## src/rtl/pong_pkg.sv

```systemverilog
// Shared types and constants for the ball position datapath: Q8.8 fixed point, state encoding, field defaults.
// Pure declarations, no logic; no latency or flow-control implications.
package pong_pkg;

   localparam int POS_W  = 24;
   localparam int FRAC_W = 8;
   localparam int VEL_W  = 16;
   localparam int PIX_W  = POS_W - FRAC_W;

   localparam int X_MAX_DEF       = 639;
   localparam int Y_MAX_DEF       = 479;
   localparam int X_SERVE_DEF     = 320;
   localparam int Y_SERVE_DEF     = 40;
   localparam int VEL_LATENCY_DEF = 21;

   typedef enum logic [1:0] {
      ST_IDLE,
      ST_WAIT_VEL,
      ST_RUN,
      ST_OUT
   } state_e;

   typedef logic signed [POS_W-1:0] fix_t;
   typedef logic signed [VEL_W-1:0] vel_t;

   function automatic fix_t pix_to_fix(input int pix);
      return fix_t'(pix) <<< FRAC_W;
   endfunction

   // Last fixed-point value still inside pixel `pix` (all fraction bits set).
   function automatic fix_t edge_fix(input int pix);
      return pix_to_fix(pix) + fix_t'((1 << FRAC_W) - 1);
   endfunction

endpackage

```

## src/rtl/ball_axis_step.sv

```systemverilog
// One-axis Q8.8 step: position + sign-extended velocity, wall under/over flags and mirrored position.
// Purely combinational, zero latency; no flow control.
module ball_axis_step
   import pong_pkg::*;
#(
   parameter int MAX_PIX = X_MAX_DEF
) (
   input  fix_t pos_i,
   input  vel_t vel_i,
   output fix_t sum_o,
   output logic under_o,
   output logic over_o,
   output fix_t refl_o
);

   localparam fix_t LIMIT = edge_fix(MAX_PIX);

   fix_t vel_ext;

   assign vel_ext = {{(POS_W - VEL_W){vel_i[VEL_W-1]}}, vel_i};
   assign sum_o   = pos_i + vel_ext;
   assign under_o = sum_o[POS_W-1];
   assign over_o  = !under_o && (sum_o > LIMIT);

   // Mirror about the wall: 0 on the low side, LIMIT on the high side.
   always_comb begin
      refl_o = sum_o;
      if (under_o) begin
         refl_o = -sum_o;
      end else if (over_o) begin
         refl_o = (LIMIT <<< 1) - sum_o;
      end
   end

endmodule

```

## src/rtl/ball_pos_update.sv

```systemverilog
// Ball position integrator: per-frame Q8.8 accumulation, x bounces off the walls, y leaving the table ends play.
// Outputs update one cycle after the strobe; no backpressure, all control inputs are single-cycle pulses.
module ball_pos_update
   import pong_pkg::*;
#(
   parameter int X_MAX       = X_MAX_DEF,
   parameter int Y_MAX       = Y_MAX_DEF,
   parameter int X_SERVE     = X_SERVE_DEF,
   parameter int Y_SERVE     = Y_SERVE_DEF,
   parameter int VEL_LATENCY = VEL_LATENCY_DEF
) (
   input  logic                 clk,
   input  logic                 rst,
   input  logic                 frame_tick,
   input  logic                 serve,
   input  logic                 hit,
   input  logic [2*VEL_W-1:0]   vel_in,
   output logic [PIX_W-1:0]     pos_x,
   output logic [PIX_W-1:0]     pos_y,
   output logic                 pos_valid,
   output logic                 moving,
   output logic                 ball_out,
   output logic                 out_side
);

   localparam int              CNT_W    = (VEL_LATENCY > 1) ? $clog2(VEL_LATENCY) : 1;
   localparam logic [CNT_W-1:0] LAT_LOAD = CNT_W'(VEL_LATENCY - 1);
   localparam fix_t            X_HOME   = pix_to_fix(X_SERVE);
   localparam fix_t            Y_HOME   = pix_to_fix(Y_SERVE);

   state_e           state_q, state_d;
   logic [CNT_W-1:0] cnt_q, cnt_d;
   fix_t             px_q, px_d;
   fix_t             py_q, py_d;
   vel_t             vx_q, vx_d;
   vel_t             vy_q, vy_d;
   logic             pos_valid_q, pos_valid_d;
   logic             ball_out_q, ball_out_d;
   logic             out_side_q, out_side_d;

   fix_t x_sum, x_refl;
   logic x_under, x_over;
   fix_t y_sum, y_refl_unused;
   logic y_under, y_over;

   logic integrate;
   logic capture;
   logic y_exit;

   ball_axis_step #(.MAX_PIX(X_MAX)) u_step_x (
      .pos_i   (px_q),
      .vel_i   (vx_q),
      .sum_o   (x_sum),
      .under_o (x_under),
      .over_o  (x_over),
      .refl_o  (x_refl)
   );

   ball_axis_step #(.MAX_PIX(Y_MAX)) u_step_y (
      .pos_i   (py_q),
      .vel_i   (vy_q),
      .sum_o   (y_sum),
      .under_o (y_under),
      .over_o  (y_over),
      .refl_o  (y_refl_unused)
   );

   assign moving    = (state_q == ST_RUN) || (state_q == ST_WAIT_VEL);
   assign integrate = frame_tick && moving;
   assign capture   = (state_q == ST_WAIT_VEL) && (cnt_q == '0) && !hit;
   assign y_exit    = integrate && (y_under || y_over);

   always_comb begin
      state_d     = state_q;
      cnt_d       = cnt_q;
      px_d        = px_q;
      py_d        = py_q;
      vx_d        = vx_q;
      vy_d        = vy_q;
      pos_valid_d = 1'b0;
      ball_out_d  = 1'b0;
      out_side_d  = out_side_q;

      if (serve) begin
         state_d = ST_IDLE;
         cnt_d   = '0;
         px_d    = X_HOME;
         py_d    = Y_HOME;
         vx_d    = '0;
         vy_d    = '0;
      end else begin
         if ((state_q == ST_WAIT_VEL) && (cnt_q != '0)) begin
            cnt_d = cnt_q - 1'b1;
         end

         // Integration always uses the velocity held before this cycle.
         if (integrate) begin
            px_d        = x_refl;
            py_d        = y_sum;
            pos_valid_d = 1'b1;
            if (x_under || x_over) begin
               vx_d = -vx_q;
            end
         end

         // A fresh capture wins over the bounce negation above.
         if (capture) begin
            vx_d    = vel_t'(vel_in[2*VEL_W-1:VEL_W]);
            vy_d    = vel_t'(vel_in[VEL_W-1:0]);
            state_d = ST_RUN;
         end

         if (hit && (state_q != ST_OUT)) begin
            state_d = ST_WAIT_VEL;
            cnt_d   = LAT_LOAD;
         end

         if (y_exit) begin
            state_d    = ST_OUT;
            ball_out_d = 1'b1;
            out_side_d = y_over;
         end
      end
   end

   always_ff @(posedge clk) begin
      if (rst) begin
         state_q     <= ST_IDLE;
         cnt_q       <= '0;
         px_q        <= X_HOME;
         py_q        <= Y_HOME;
         vx_q        <= '0;
         vy_q        <= '0;
         pos_valid_q <= 1'b0;
         ball_out_q  <= 1'b0;
         out_side_q  <= 1'b0;
      end else begin
         state_q     <= state_d;
         cnt_q       <= cnt_d;
         px_q        <= px_d;
         py_q        <= py_d;
         vx_q        <= vx_d;
         vy_q        <= vy_d;
         pos_valid_q <= pos_valid_d;
         ball_out_q  <= ball_out_d;
         out_side_q  <= out_side_d;
      end
   end

   assign pos_x     = px_q[POS_W-1:FRAC_W];
   assign pos_y     = py_q[POS_W-1:FRAC_W];
   assign pos_valid = pos_valid_q;
   assign ball_out  = ball_out_q;
   assign out_side  = out_side_q;

endmodule

```

## config.mk

```make
export PLATFORM = sky130hd
export DESIGN_NAME = ball_pos_update
export DESIGN_NICKNAME = d
export VERILOG_FILES = /design/src/rtl/pong_pkg.sv /design/src/rtl/ball_axis_step.sv /design/src/rtl/ball_pos_update.sv
export SDC_FILE = /design/constraint.sdc
export NUM_CORES = 1
export LEC_CHECK = 0
export ABC_AREA = 1
export CORE_ASPECT_RATIO = 1.2
export CORE_UTILIZATION = 28
export DETAILED_ROUTE_END_ITERATION = 6
export SYNTH_ARGS = -nofsm -noshare
export SYNTH_HDL_FRONTEND = slang
export SYNTH_HIERARCHICAL = 1
export SYNTH_SLANG_ARGS = --single-unit
export TNS_END_PERCENT = 100
```

## constraint.sdc

```tcl
create_clock -name clk -period 5.5 [get_ports clk]
set_input_delay 1.65 -clock clk [delete_from_list [all_inputs] [get_ports clk]]
set_output_delay 1.65 -clock clk [all_outputs]
set_load 0.03 [all_outputs]
```

==> impl_metrics.json, run 1 <==
{
  "timing.critical_path.cells": "ha_1, a21oi_1, o21ai_0, a21oi_1, nand3_1, nand2_1, nand2_2, inv_2, nand2_1, inv_1, nor2_1, nor2_1, nor2_2, buf_4, inv_1, o21ai_0, a21oi_1",
  "cts_num_sinks": 90,
  "first_global_vias": 8537,
  "cts.repair.resized": 0,
  "fraction_of_layout_cells_with_a_size_suffix_above_1_pct": 9.669,
  "static-leakage-power_nw": 4.859,
  "start_util_pct": 28.57,
  "grt_max_degree": 71,
  "critical-path-max-stage-delay_ns": 0.65,
  "swShare_pct": 31.10,
  "netlist_area_before_placement_sq_um": 8758,
  "post_cts_hold_buffer_count": 0,
  "fin_tns_setup_ns": 0,
  "hp-class": "reg2reg",
  "report.final.slew_viol_count": 0,
  "achievable-frequency_ghz": 0.2543,
  "floorplan.rows": 70,
  "ws_path_type": "reg2reg",
  "pwr_density_cell_nw_per_um2": 161.8,
  "layout.filler_cells": 3415,
  "timing.slew.headroom_pct": 47.10,
  "yosysWarningCount": 6,
  "p_seq_share_pct": 42.3,
  "ir_worst_vdd_mv": 0.1368,
  "top_level_ports": 73,
  "die_y_um": 195.7,
  "worst-path-max-fanout": 24,
  "finClkSkew_ns": 0.009259,
  "clock_transition_at_the_registers_of_the_reported_paths_ns": 0.07,
  "design.die.area_sq_um": 31990,
  "wl_per_cell_um": 13.10,
  "synthesis.instances": 1484,
  "drc": 0,
  "total_switching_power_mw": 0.4955,
  "worstPathArrival_ns": 4.22,
  "internal_power_mw": 1.098,
  "global_route.usage.total_pct": 15.90,
  "clock_path_buffers": 2,
  "setup_viol": 0,
  "global_route.overflow_total": 0,
  "grt_pass1_wl_um": 41120,
  "max_cap_violations": 0,
  "postCtsSetupBuffers": 0,
  "via_count": 9041,
  "dieWidth_um": 163.5,
  "cp.required_ns": 5.79,
  "finalHoldViolCount": 0,
  "antenna_violating_nets_post_route": 0,
  "combinationalPowerShare_pct": 19.7,
  "antenna_found_initial": 0,
  "cts_tree": "done",
  "min_period_over_period_pct": 71.49,
  "status": "finished, final reports clean",
  "total_inserted_antenna_cells": 0,
  "timing.critical_path.mode_cell": "sky130_fd_sc_hd__a21oi_1",
  "routabilityCongestion": 0.8915,
  "postSynthNetCount": 1576,
  "drtIter0Drc": 476,
  "route.detailed.vias_per_inst": 4.743,
  "setup.worst_path.start_class": "flip-flop",
  "routed_wirelength_um": 24960,
  "core_region_area_sq_um": 30650,
  "area_growth_pct": 12.43,
  "worst_path_max_delay_cell": "sky130_fd_sc_hd__dfxtp_1",
  "fin_total_pwr_mw": 1.593,
  "place.port_buffers": 72,
  "worst_setup_path_end_kind": "flip-flop",
  "finish.net_count": 1597,
  "syn-mean-instance-area_sq_um": 5.902,
  "cts_made_buffers": 9,
  "drt-pass1-iter-count": 7,
  "final.min_clock_period_ns": 3.932,
  "grt_setup_unrepaired": "no",
  "detailed_place_hpwl_um": 19610,
  "clock_latency_ns": 0.36,
  "power.clock.fraction_pct": 38.0,
  "worst_slew_pin_slew_ns": 0.7935,
  "clockRootBuffer": "sky130_fd_sc_hd__clkbuf_16",
  "cts_htree_levels": 3
}
final timing paths:
path                               start  endpoint  slack [ns]  cells past startpoint
worst max-delay path            vx_q[15]   vx_q[9]        1.57                     17
worst min-delay path            out_side  out_side        0.46                      2
worst max register to register  vx_q[15]   vx_q[9]        1.57                     17
worst min register to register  out_side  out_side        0.46                      2
layer usage:
layer  GRT usage [%]  routed length, um
met3           2.051                826
met4           6.687                701
met2           28.20              12290
met1           19.03              11150
met5               0                  0
flip-flops by register name, summed over array words and instances (netlist names), 2 cells and up:
signal   cells
px_q        24
py_q        24
vx_q        16
vy_q        16
cnt_q        5
state_q      2
cell type report:
cell class	instances	area [sq um]	share of cell area, %
Timing Repair Buffer	77	758.2	7.700
Inverter	188	705.7	7.166
Sequential cell	90	1802	18.30
Tap cell	396	495.5	5.032
Clock buffer	12	246.5	2.503
Clock inverter	4	27.53	0.2795
Multi-Input combinational cell	1139	5812	59.02
metrics by stage:
step	area [sq um]	hold WS (ns)	utilization (%)	setup WS [ns]	std cells
3_3_place_gp	9573	0.4502	31.23	1.701	1890
2_1_floorplan	8758	0.4411	-	2.660	1484
5_1_grt	9847	0.4889	32.12	1.254	1906
3_5_place_dp	9573	0.4548	31.23	1.610	1890
4_1_cts	9847	0.4643	32.12	1.585	1906
6_report	9847	0.4621	32.12	1.568	1906
critical path: cells and delay by family (launching register included):
kind / cells / cell delay [ns]
flip-flops: 1 / 0.65
adder cells (fa/ha/maj): 1 / 0.41
buffers and inverters: 4 / 1.00
AND/OR/NAND/NOR: 7 / 0.92
AO/OA/AOI/OAI: 5 / 0.85
cell usage in the layout (no fill, tap or decap), types with 5 or more instances in the layout:
| master | n |
|---|---|
| sky130_fd_sc_hd__buf_4 | 5 |
| sky130_fd_sc_hd__inv_1 | 166 |
| sky130_fd_sc_hd__clkdlybuf4s50_1 | 72 |
| sky130_fd_sc_hd__nor2_4 | 7 |
| sky130_fd_sc_hd__nand3b_1 | 16 |
| sky130_fd_sc_hd__and2_1 | 5 |
| sky130_fd_sc_hd__nor2_1 | 235 |
| sky130_fd_sc_hd__nand2_2 | 52 |
| sky130_fd_sc_hd__nor3_1 | 9 |
| sky130_fd_sc_hd__o21ai_1 | 7 |
| sky130_fd_sc_hd__o21ai_0 | 84 |
| sky130_fd_sc_hd__nand4_1 | 20 |
| sky130_fd_sc_hd__a21oi_1 | 54 |
| sky130_fd_sc_hd__ha_1 | 53 |
| sky130_fd_sc_hd__nor3_2 | 5 |
| sky130_fd_sc_hd__dfxtp_1 | 90 |
| sky130_fd_sc_hd__o21bai_1 | 7 |
| sky130_fd_sc_hd__nor2_2 | 9 |
| sky130_fd_sc_hd__clkbuf_16 | 9 |
| sky130_fd_sc_hd__a21oi_2 | 7 |
| sky130_fd_sc_hd__inv_2 | 19 |
| sky130_fd_sc_hd__nand3_2 | 16 |
| sky130_fd_sc_hd__nand2_1 | 400 |
| sky130_fd_sc_hd__nand3_1 | 120 |
power groups by stage:
stage               clock, mW  sequential [mW]  combinational, mW
CTS                     0.628            0.675              0.315
floorplan                   0            0.686              0.231
global placement            0            0.690              0.312
global route            0.652            0.676              0.356
detailed placement          0            0.690              0.314
finish                  0.605            0.675              0.314
Note: power is estimated with default switching activity, not from simulation.
==> run 2: changes to the inputs <==
- clock period: 5.5 -> 3.44 ns (I/O delays scaled with it)
==> run 2 against run 1 <==
Core utilization grew 0.83 points; die area unchanged; setup slack got worse by 1.3 ns; first-iteration DRC count decreased by 14%; clock skew rose by 0.0030 ns; maximum frequency rose by 23%; cell area up 2.6%; critical path type unchanged.
==> impl_metrics.json, run 2 (synthesis gave the netlist of run 1 again) <==
{
  "min_period_over_period_pct": 92.91,
  "worst_setup_path_end_kind": "flip-flop",
  "dieWidth_um": 163.5,
  "report.final.slew_viol_count": 0,
  "reg2reg_from": "px_q[0]",
  "clock_transition_at_the_registers_of_the_reported_paths_ns": 0.07,
  "timing.rr.end": "px_q[8]",
  "drtIter0Drc": 411,
  "min-delay-start": "out_side",
  "fin_tns_setup_ns": 0,
  "max_cap_violations": 0,
  "status": "finished, final reports clean",
  "final.min_clock_period_ns": 3.196,
  "setup_viol": 0,
  "worst_slew_pin_slew_ns": 0.5643,
  "clock_latency_ns": 0.36,
  "antenna_violating_nets_post_route": 0,
  "cts_made_buffers": 9,
  "design.die.area_sq_um": 31990,
  "finalHoldViolCount": 0,
  "hp-class": "reg2reg",
  "worstHoldPathCells": 2,
  "detailed_place_hpwl_um": 20310,
  "cts_tree": "done",
  "finish.net_count": 1616,
  "area_growth_pct": 15.34,
  "cts_htree_levels": 3,
  "routed_wirelength_um": 25630,
  "fraction_of_layout_cells_with_a_size_suffix_above_1_pct": 11.39,
  "total_inserted_antenna_cells": 0,
  "most-common-layout-cells": "sky130_fd_sc_hd__nand2_1, sky130_fd_sc_hd__nor2_1, sky130_fd_sc_hd__inv_1",
  "cts_num_sinks": 90,
  "timing.slew.headroom_pct": 62.15,
  "route.detailed.vias_per_inst": 4.747,
  "clockRootBuffer": "sky130_fd_sc_hd__clkbuf_16",
  "achievable-frequency_ghz": 0.3129,
  "top_level_ports": 73,
  "cp.required_ns": 3.67,
  "grtUsageMet3_pct": 2.156,
  "first_global_vias": 8659,
  "global_route.usage.total_pct": 16.38,
  "static-leakage-power_nw": 4.997,
  "worst-path-max-fanout": 18,
  "ws_path_type": "reg2reg",
  "cts.repair.resized": 0,
  "fin_total_pwr_mw": 2.723,
  "via_count": 9134,
  "ir_worst_vdd_mv": 0.2191,
  "postCtsSetupBuffers": 0,
  "clock_path_buffers": 2,
  "drt-pass1-iter-count": 5,
  "busiest_layer": "met2",
  "wl_per_cell_um": 13.32,
  "place.port_buffers": 72,
  "antenna_found_initial": 0,
  "largestRegisters": "px_q (24), py_q (24)",
  "layout_commonest_cell": "sky130_fd_sc_hd__nand2_1",
  "grt_pass1_wl_um": 42070,
  "setup.worst_path.start_class": "flip-flop",
  "floorplan.rows": 70,
  "terminating_pin_of_the_worst_hold_path": "out_side",
  "ff2ff_path_depth": 20,
  "use_met2_pct": 28.77,
  "worstPathArrival_ns": 3.42,
  "post_cts_hold_buffer_count": 0,
  "pwr_density_cell_nw_per_um2": 269.5,
  "die_y_um": 195.7,
  "grt_use_met1_pct": 19.73,
  "finClkSkew_ns": 0.01227,
  "finalNonFillerCells": 1924,
  "routabilityCongestion": 0.8805,
  "global_route.overflow_total": 0,
  "core_region_area_sq_um": 30650,
  "start_util_pct": 28.57,
  "grt_max_degree": 35,
  "drc": 0,
  "dp.cells": 1908,
  "flop_to_flop_setup_slack_ns": 0.24
}
run 2: power breakdown:
group	total, mW	switching [mW]	leakage (nW)	internal (mW)
Clock	1.13	0.451	0.162	0.674
Sequential	1.08	0.0177	0.728	1.06
Combinational	0.519	0.322	4.11	0.197
run 2: worst max-delay path by stage:
stage | end | slack [ns] | start | cells past startpoint
after floorplan | vx_q[15] | 0.60 | px_q[0] | 21
after global placement | vx_q[15] | 0.13 | vx_q[15] | 19
after detailed placement | vx_q[2] | 0.14 | vx_q[15] | 18
after CTS | vx_q[15] | 0.13 | vx_q[15] | 19
after global routing | px_q[22] | -0.0005 | vx_q[0] | 21
final | px_q[8] | 0.24 | px_q[0] | 20
run 2: area by class of cell:
class | count | area, sq um
Clock inverter | 4 | 73.82
Multi-Input combinational cell | 1139 | 5841
Timing Repair Buffer | 96 | 930.9
Clock buffer | 11 | 252.7
Tap cell | 396 | 495.5
Inverter | 188 | 705.7
Fill cell | 3420 | 20550
Sequential cell | 90 | 1803
run 2: metal layers:
metal / vias to the layer above / wire (um)
met4: 0 / 829
met5: - / 0
met2: 170 / 12660
met3: 42 / 751
li1: 4773 / -
met1: 4149 / 11380
run 2: critical path, cell delays in order, from the launching register on:
cell	delay (ns)
sky130_fd_sc_hd__dfxtp_1	0.33
sky130_fd_sc_hd__ha_1	0.19
sky130_fd_sc_hd__inv_1	0.06
sky130_fd_sc_hd__fa_1	0.40
sky130_fd_sc_hd__inv_1	0.09
sky130_fd_sc_hd__nand3_1	0.11
sky130_fd_sc_hd__nand2_2	0.12
sky130_fd_sc_hd__nand2_1	0.08
sky130_fd_sc_hd__nand2_2	0.08
sky130_fd_sc_hd__nand3_1	0.09
sky130_fd_sc_hd__nand3_1	0.15
sky130_fd_sc_hd__nand2_4	0.10
sky130_fd_sc_hd__o21ai_4	0.17
sky130_fd_sc_hd__nand3_4	0.09
sky130_fd_sc_hd__buf_4	0.22
sky130_fd_sc_hd__nand3b_1	0.13
sky130_fd_sc_hd__nand2_1	0.07
sky130_fd_sc_hd__nand2_1	0.06
sky130_fd_sc_hd__nand2_1	0.05
sky130_fd_sc_hd__o21ai_0	0.39
sky130_fd_sc_hd__nor2_1	0.07
run 2: through the flow:
step / util [%] / worst slack [ns] / hold slack (ns) / instance area [sq um]
after detailed placement: 31.71 / 0.1351 / 0.4471 / 9721
after floorplan: - / 0.5998 / 0.4411 / 8758
after global placement: 31.71 / 0.1283 / 0.4434 / 9721
final: 32.96 / 0.2440 / 0.4578 / 10100
after global routing: 32.96 / -0.0005322 / 0.4861 / 10100
after CTS: 32.78 / 0.1345 / 0.4606 / 10050
==> run 3: changes to the inputs <==
- CORE_ASPECT_RATIO: 1.2 -> 0.7
==> run 3 against run 2 <==
Clock-buffer cell count up 1; cell area down 0.43%; worst hold slack better by 0.013 ns; largest power group is now registers.
==> impl_metrics.json, run 3 (synthesis gave the netlist of run 1 again) <==
{
  "critical-path-max-stage-delay_ns": 0.44,
  "timing.critical_path.cells": "ha_2, inv_1, fa_2, inv_1, nand3_1, nand2_1, nand2_1, nand2_2, nand3_1, nand3_1, nand2_2, o21ai_4, nand3_4, buf_4, nand3_2, nand2_1, nand2_1, nand2_1, o21ai_0, nor2_1",
  "ir_worst_vdd_mv": 0.2190,
  "layout.filler_cells": 3381,
  "cts_tree": "done",
  "drt-pass1-iter-count": 7,
  "die_y_um": 150.0,
  "antenna_found_initial": 0,
  "drc": 0,
  "routed_wirelength_um": 26250,
  "wl_per_cell_um": 13.55,
  "status": "finished, final reports clean",
  "via_count": 9244,
  "path_buf_inv": 3,
  "total_inserted_antenna_cells": 0,
  "layout_commonest_cell": "sky130_fd_sc_hd__nand2_1",
  "design.die.area_sq_um": 32000,
  "antenna_violating_nets_post_route": 0,
  "ws_path_type": "reg2reg",
  "area_growth_pct": 14.84,
  "min_period_over_period_pct": 94.08,
  "route.detailed.vias_per_inst": 4.772,
  "worst_setup_path_end_kind": "flip-flop",
  "cts_made_buffers": 9,
  "timing.slew.headroom_pct": 58.01,
  "report.final.slew_viol_count": 0,
  "start_util_pct": 28.84,
  "post_cts_hold_buffer_count": 0,
  "top_level_ports": 73,
  "finalHoldViolCount": 0,
  "place.port_buffers": 72,
  "hp-class": "reg2reg",
  "dp.cells": 1920,
  "cts_htree_levels": 3,
  "core_region_area_sq_um": 30370,
  "setup_viol": 0,
  "crit_family": "simple AND/OR/NAND/NOR gates",
  "routabilityCongestion": 0.9440,
  "timing.critical_path.mode_cell": "sky130_fd_sc_hd__nand2_1",
  "seqCellArea_sq_um": 1803,
  "most-common-layout-cells": "sky130_fd_sc_hd__nand2_1, sky130_fd_sc_hd__nor2_1, sky130_fd_sc_hd__inv_1",
  "static-leakage-power_nw": 4.944,
  "max_cap_violations": 0,
  "worst-path-max-fanout": 18,
  "global_route.usage.total_pct": 16.70,
  "drtIter0Drc": 833,
  "multi_input_area_sq_um": 5833,
  "fin_tns_setup_ns": 0,
  "pwr_density_cell_nw_per_um2": 264.1,
  "clock_transition_at_the_registers_of_the_reported_paths_ns": 0.07,
  "first_global_vias": 8155,
  "finalNonFillerCells": 1937,
  "worst_path_max_delay_cell": "sky130_fd_sc_hd__o21ai_0",
  "cp.required_ns": 3.68,
  "dieWidth_um": 213.4,
  "worstPathArrival_ns": 3.48,
  "grt_max_degree": 49,
  "grt_pass1_wl_um": 41990,
  "setup.worst_path.start_class": "flip-flop",
  "achievable-frequency_ghz": 0.3090,
  "largestRegisters": "px_q (24), py_q (24)",
  "floorplan.rows": 53,
  "worst_slew_pin_slew_ns": 0.6283,
  "finClkSkew_ns": 0.01060,
  "fraction_of_layout_cells_with_a_size_suffix_above_1_pct": 11.15,
  "global_route.overflow_total": 0,
  "detailed_place_hpwl_um": 20770,
  "grt_setup_unrepaired": "no",
  "final.min_clock_period_ns": 3.237,
  "cts_num_sinks": 90,
  "clockRootBuffer": "sky130_fd_sc_hd__clkbuf_16",
  "finish.net_count": 1612,
  "clock_latency_ns": 0.37,
  "clock_path_buffers": 2
}
run 3: final timing paths:
path / cells past startpoint / slack, ns / start / endpoint
max: 20 / 0.20 / vx_q[0] / px_q[13]
min: 2 / 0.47 / out_side / out_side
max reg2reg: 20 / 0.20 / vx_q[0] / px_q[13]
min reg2reg: 2 / 0.47 / out_side / out_side
run 3: repair_timing:
action                     4_1_cts  5_1_grt
setup buffers                    0        1
setup endpoints to repair        0       24
resized for setup                0       12
run 3: per-stage QoR:
step	hold slack (ns)	power [mW]	instance area, sq um	worst slack, ns	util, %
2_1_floorplan	0.4411	1.466	8758	0.5998	-
3_3_place_gp	0.4513	1.618	9723	0.2619	32.01
3_5_place_dp	0.4663	1.622	9723	0.1532	32.01
4_1_cts	0.4762	2.694	10020	0.1301	32.99
5_1_grt	0.4847	2.806	10060	0.003704	33.12
6_report	0.4709	2.656	10060	0.2035	33.12
run 3: area by class of cell:
cell class	count	share of cell area, %
Multi-Input combinational cell	1139	57.99
Sequential cell	90	17.93
Clock inverter	4	0.5100
Tap cell	412	5.125
Inverter	188	7.016
Timing Repair Buffer	92	8.981
Clock buffer	12	2.451
run 3: per-layer routing:
layer	GRT usage, %	part of all wire (%)	wire, um
met4	3.857	1.4	364
met3	3.547	8.0	2105
met5	0	0	0
met2	22.68	38	9893
met1	25.92	53	13880
run 3: worst min-delay path: stages (launching register included):
cell and delay [ns]:
sky130_fd_sc_hd__dfxtp_1 0.31, sky130_fd_sc_hd__inv_1 0.05, sky130_fd_sc_hd__a211oi_1 0.06
run 3: report_power, final:
group	internal (mW)	switching, mW
logic	0.198	0.332
clock network	0.584	0.464
registers	1.06	0.0185
